===== src/rtl/fetch_pkg.sv =====
// Shared types and constants for the fetch stage sequencer.
package fetch_pkg;
    localparam int XLEN = 32;
    localparam logic [XLEN-1:0] PC_STEP   = 32'd4;
    localparam logic [XLEN-1:0] INSTR_NOP = 32'h0000_0013;

    typedef enum logic [2:0] {
        S_IDLE,
        S_REQ,
        S_WAIT,
        S_DROP,
        S_OUT
    } fetch_state_t;
endpackage


===== src/rtl/fetch_ctrl.sv =====
// Fetch-stage sequencer: owns the PC, issues one imem read at a time,
// and hands the returned instruction to decode; redirects squash the old path.
module fetch_ctrl
    import fetch_pkg::*;
#(
    parameter logic [XLEN-1:0] RESET_PC = 32'h0000_0000
) (
    input  logic            clk,
    input  logic            reset,
    input  logic            redirect_valid,
    input  logic [XLEN-1:0] redirect_pc,
    output logic            imem_req_valid,
    input  logic            imem_req_ready,
    output logic [XLEN-1:0] imem_req_addr,
    input  logic            imem_rsp_valid,
    input  logic [XLEN-1:0] imem_rsp_data,
    output logic            out_valid,
    input  logic            out_ready,
    output logic [XLEN-1:0] out_instr,
    output logic [XLEN-1:0] out_pc
);

    fetch_state_t    state, state_next;
    logic [XLEN-1:0] pc, pc_next;
    logic [XLEN-1:0] instr_next, opc_next;
    logic [XLEN-1:0] target;

    assign target         = {redirect_pc[XLEN-1:2], 2'b00};
    assign imem_req_valid = (state == S_REQ);
    assign imem_req_addr  = pc;
    assign out_valid      = (state == S_OUT) && !redirect_valid;

    always_ff @(posedge clk) begin
        if (reset) begin
            state     <= S_IDLE;
            pc        <= {RESET_PC[XLEN-1:2], 2'b00};
            out_instr <= '0;
            out_pc    <= '0;
        end else begin
            state     <= state_next;
            pc        <= pc_next;
            out_instr <= instr_next;
            out_pc    <= opc_next;
        end
    end

    // Redirect wins over every other event; a fetch already accepted by
    // memory must still drain its response through S_DROP.
    always_comb begin
        state_next = state;
        pc_next    = pc;
        instr_next = out_instr;
        opc_next   = out_pc;
        case (state)
            S_IDLE: begin
                state_next = S_REQ;
                if (redirect_valid) pc_next = target;
            end
            S_REQ: begin
                if (redirect_valid) begin
                    pc_next    = target;
                    state_next = imem_req_ready ? S_DROP : S_REQ;
                end else if (imem_req_ready) begin
                    state_next = S_WAIT;
                end
            end
            S_WAIT: begin
                if (redirect_valid) begin
                    pc_next    = target;
                    state_next = imem_rsp_valid ? S_REQ : S_DROP;
                end else if (imem_rsp_valid) begin
                    instr_next = imem_rsp_data;
                    opc_next   = pc;
                    state_next = S_OUT;
                end
            end
            S_DROP: begin
                if (redirect_valid) pc_next = target;
                if (imem_rsp_valid) state_next = S_REQ;
            end
            S_OUT: begin
                if (redirect_valid) begin
                    pc_next    = target;
                    state_next = S_REQ;
                end else if (out_ready) begin
                    pc_next    = pc + PC_STEP;
                    state_next = S_REQ;
                end
            end
            default: state_next = S_IDLE;
        endcase
    end

    // A response with no fetch outstanding indicates a broken memory model.
    always_ff @(posedge clk) begin
        if (!reset) begin
            assert (!(imem_rsp_valid && !(state inside {S_WAIT, S_DROP})));
        end
    end

endmodule


===== config.mk =====
export PLATFORM = sky130hd
export DESIGN_NAME = fetch_ctrl
export DESIGN_NICKNAME = d
export VERILOG_FILES = /design/src/rtl/fetch_pkg.sv /design/src/rtl/fetch_ctrl.sv
export SDC_FILE = /design/constraint.sdc
export NUM_CORES = 1
export LEC_CHECK = 0
export ABC_AREA = 1
export CORE_UTILIZATION = 40
export CTS_CLUSTER_SIZE = 25
export DETAILED_ROUTE_END_ITERATION = 6
export PLACE_DENSITY = 0.73
export SYNTH_ARGS = -nofsm -noshare
export SYNTH_HDL_FRONTEND = slang
export SYNTH_SLANG_ARGS = --single-unit
export TNS_END_PERCENT = 1

===== constraint.sdc =====
create_clock -name clk -period 2.9 [get_ports clk]
set_input_delay 0.58 -clock clk [delete_from_list [all_inputs] [get_ports clk]]
set_output_delay 0.58 -clock clk [all_outputs]
set_load 0.03 [all_outputs]

-- Word level (Yosys, flattened, before mapping)
Index checks and enable logic that the tools add are counted.
- word-level logic and storage cells: 37
- output and inout port bits: 98
- input port bits: 70
- register bits: 99
- add/subtract/negate cells: 1
- bitwise gates (word level): 1
- mux-type cells: 14
- equal/unequal tests: 9
- reductions and logical operators: 8
- operators by type and width (cell ; count):
    2-to-1 mux 32 bit ; 3
    case mux 32 bit (2 select lines) ; 1
    adder 32 x 3 -> 32 bit, second input constant ; 1
    2-to-1 mux 3 bit ; 7
    case mux 3 bit (5 select lines) ; 1
    equality test 3 x 2 -> 1 bit, second input constant ; 2
    != test 3 bit, second input constant ; 2
    AND reduction 3 bit ; 2
    2-to-1 mux 2 bit ; 2
    AND reduction 4 bit ; 1
    OR reduction 4 bit ; 1
    equality test 3 x 1 -> 1 bit, second input constant ; 1
    equality test 3 bit, second input constant ; 1
    logical NOT 3 bit ; 1
    != test 3 x 2 -> 1 bit, second input constant ; 1
    != test 2 x 1 -> 1 bit, second input constant ; 1
    != test 2 bit, second input constant ; 1
    nonzero test 2 bit ; 1
    logical AND 1 bit ; 1
    logical NOT 1 bit ; 1
    NOT 1 bit ; 1

-- Depth between registers and ports, before layout
- word-level depth: 4
- mapped depth: 10
- depth with buffers taken out: 10

-- Least setup slack after synthesis
No wires, ideal clock.
- kind: input to output
- start: in redirect_valid
- end: out out_valid
- data arrival time: 1.237 ns
- required time: 2.320 ns
- cell stages on the path: 5
- slack: 1.083 ns
- path through: inv_1 > nand2_1 > nor2_2 > buf_6 > buf_2
- longest elaborated chain between the ends: 2
- ends and longest elaborated chain (element ; RTL line ; source):
    from (decl) ; fetch_ctrl.sv:10 ; input logic redirect_valid,
    logical NOT 1 bit ; fetch_ctrl.sv:31 ; assign out_valid = (state == S_OUT) && !redirect_valid;
    logical AND 1 bit ; fetch_ctrl.sv:31 ;
    to (decl) ; fetch_ctrl.sv:17 ; output logic out_valid,
Every way passes these cells.

-- Worst setup path in the final report
Same ends and word-level chain as after synthesis.

==> reports/qor.csv <==
stage,metric,value,unit
placed_design,port_buffers,161,
cts,root_buffer,clkbuf_16,
floorplanning,die_h,109,um
synth,async_flop_share,0,%
power,fin_total_pwr,3.13,mW
route,via_per_inst,5.05,
synth,ys_types,28,
cts,hold_buffers,0,
timing,rsz0062_at_grt,no,
global_route,grt_pass1_wl,23200,um
flow_run,drv_cap,0,
route,drt-total-wl,14400,um
synth,synth.top_cell.area_share,41.8,%
global_route,grt_use_total,25.4,%
global_route,grt_pass1_vias,4819,
layout,stdcell_count,978,
synth,yosysTopAreaCell,dfxtp_1,
route,route.detailed.drc,0,
synth,synth_ff_type,dfxtp_1,
synth,synth-seq-area-share,41.8,%
layout,fillers,1047,
synth,ys.warnings.count,0,
route,firstDrtPassIters,5,
worst_setup_path,cp-end-kind,primary output,
timing,period_needed,2.69,ns
layout,drive_gt1_share,4.77,%
layout,diodes,0,
timing,max_slew_margin,50.2,%
layout,multi_input_area,2300,um^2
floorplanning,design.die.area,11800,um^2
synth,synth_cells,690,
cts,htree_num_levels,3,
timing,fin_worst_skew,0.00677,ns
power,peakVddDrop,0.247,mV
timing,drv_slew,0,
route,vias,4941,
worst_setup_path,cp.required,2.32,ns
floorplanning,start_util,41.6,%
global_route,grt_overflow,0,
cts,clk_path_buf_depth,2,
layout,regArea,1900,um^2
layout,utilization,59.3,%
timing,setup_viol,0,
timing,worst_pin_slew,0.746,ns
cts,cts_tree,yes,
global_route,grt_max_degree,71,
layout,area_growth_syn_to_layout,42.6,%
global_route,grt_use_met1,30.3,%
timing,fmax,0.372,GHz
cts,clk_pin_slew,0.06,ns
synth,netlist_area,4550,um^2
timing,period_share,92.8,%
synth,synthTopCellsByCount,"nor2_1 (175), nand2_1 (137), dfxtp_1 (95)",
cts,cts_resized,0,
route,drt-initial-drc-count,292,
floorplanning,row_count,38,
synth,syn_area_per_cell,6.59,um^2
hold_path,hold_class,reg2reg,
worst_setup_path,path_class,in2out,
placed_design,dp.cells,962,
floorplanning,fp.coreArea,10900,um^2
cts,postCtsSetupBuffers,0,
global_route,use_met2,42.3,%
global_route,top_usage_layer,met2,
cts,clock_latency,0.34,ns
cts,cts_made_buffers,9,
outcome,status,completed,
layout,fin_nets,904,
synth,synth.most_common_cell,nor2_1,
global_route,grt_use_met3,7.89,%
floorplanning,die_w,109,um
cts,cts.sinks,95,
worst_setup_path,critPathLaunchType,primary input,
floorplanning,pin_count,168,
global_route,antenna_found_initial,0,
timing,final.setup.tns,0,ns
power,p_leak,2.47,nW
placed_design,gp_congestion,0.912,
worst_setup_path,crit_fanout,3,
synth,ys_ff_latch,95,
worst_setup_path,arrival,2.11,ns
synth,synthTopCellsByArea,"dfxtp_1 (42%), nor2_1 (14%), nand2_1 (11%)",
route,avgRoutedWirePerCell,14.7,um
synth,synth_edf_count,0,
placed_design,hpwl,10200,um
route,drtAntennaViolNets,0,
power,power_density,484,nW/um^2
placed_design,post_dp_cell_area,6190,um^2
layout,stdcell_area,6480,um^2
timing,hold_viol_final,0,
[where the power goes]
| part | switching [mW] | leakage, nW | internal, mW |
|---|---|---|---|
| clock | 0.493 | 0.140 | 0.692 |
| sequential | 0.0635 | 0.774 | 1.36 |
| combinational | 0.293 | 1.56 | 0.232 |
| total | 0.849 | 2.47 | 2.29 |
[placed cells by master, fill, tap and decap left out, types with 2 or more instances in the layout]
| cell type | n |
|---|---|
| a211oi_1 | 2 |
| a21oi_1 | 54 |
| buf_4 | 5 |
| clkbuf_1 | 3 |
| clkbuf_16 | 9 |
| clkdlybuf4s50_1 | 161 |
| conb_1 | 4 |
| dfxtp_1 | 95 |
| inv_1 | 33 |
| inv_2 | 4 |
| nand2_1 | 137 |
| nand2_2 | 5 |
| nand3_1 | 33 |
| nand3b_1 | 2 |
| nand4_1 | 7 |
| nor2_1 | 175 |
| nor2_4 | 5 |
| nor3_1 | 3 |
| o21ai_0 | 83 |
| o21ai_1 | 2 |
| or2_2 | 4 |
[worst paths after layout]
kind                                   start                            end  slack, ns  cells after the start
hold reg to reg   out_instr[21]$_SDFFE_PP0P_     out_instr[21]$_SDFFE_PP0P_       0.52                      2
setup reg to reg       state[2]$_SDFFE_PP0P_  imem_req_addr[6]$_SDFFE_PP0P_       0.91                      9
hold / removal    out_instr[21]$_SDFFE_PP0P_     out_instr[21]$_SDFFE_PP0P_       0.52                      2
setup / recovery              redirect_valid                      out_valid       0.21                      5
[cell type report]
type,instances,share of cell area [%]
Clock inverter,3,0.656
Tap cell,140,2.70
Inverter,38,2.24
Clock buffer,13,3.86
Sequential cell,95,29.3
Multi-Input combinational cell,522,35.5
Timing Repair Buffer,167,25.7
[flip-flops by register name (all words and copies together), names as in the netlist]
signal / count
out_pc: 30
out_instr: 32
imem_req_addr: 30
state: 3
[critical path: stages]
cell and delay (ns):
clkdlybuf4s50_1 0.44, inv_1 0.11, nand2_1 0.09, nor2_4 0.17, clkdlybuf4s50_1 0.73
[routing by layer]
layer | vias to the layer above | wire length (um)
li1 | 2496 | -
met1 | 2230 | 6130
met2 | 193 | 6590
met3 | 22 | 1380
met4 | 0 | 307
met5 | - | 0
[metrics by stage]
step | setup slack [ns] | hold slack (ns)
finish | 0.209 | 0.517
global route | 0.136 | 0.538
CTS | 0.196 | 0.520
detailed placement | 0.197 | 0.496
global placement | 0.213 | 0.492
floorplan | 1.08 | 0.609
[cell families after synthesis]
logic type | synth area share, %
buffers and inverters | 7.98
AOI/OAI and AO/OA | 15.9
adders and majority gates | 0.275
and+or+nand+nor | 33.9
other | 0.0825
DFF | 41.8
Power figures use the tool's default switching activity.
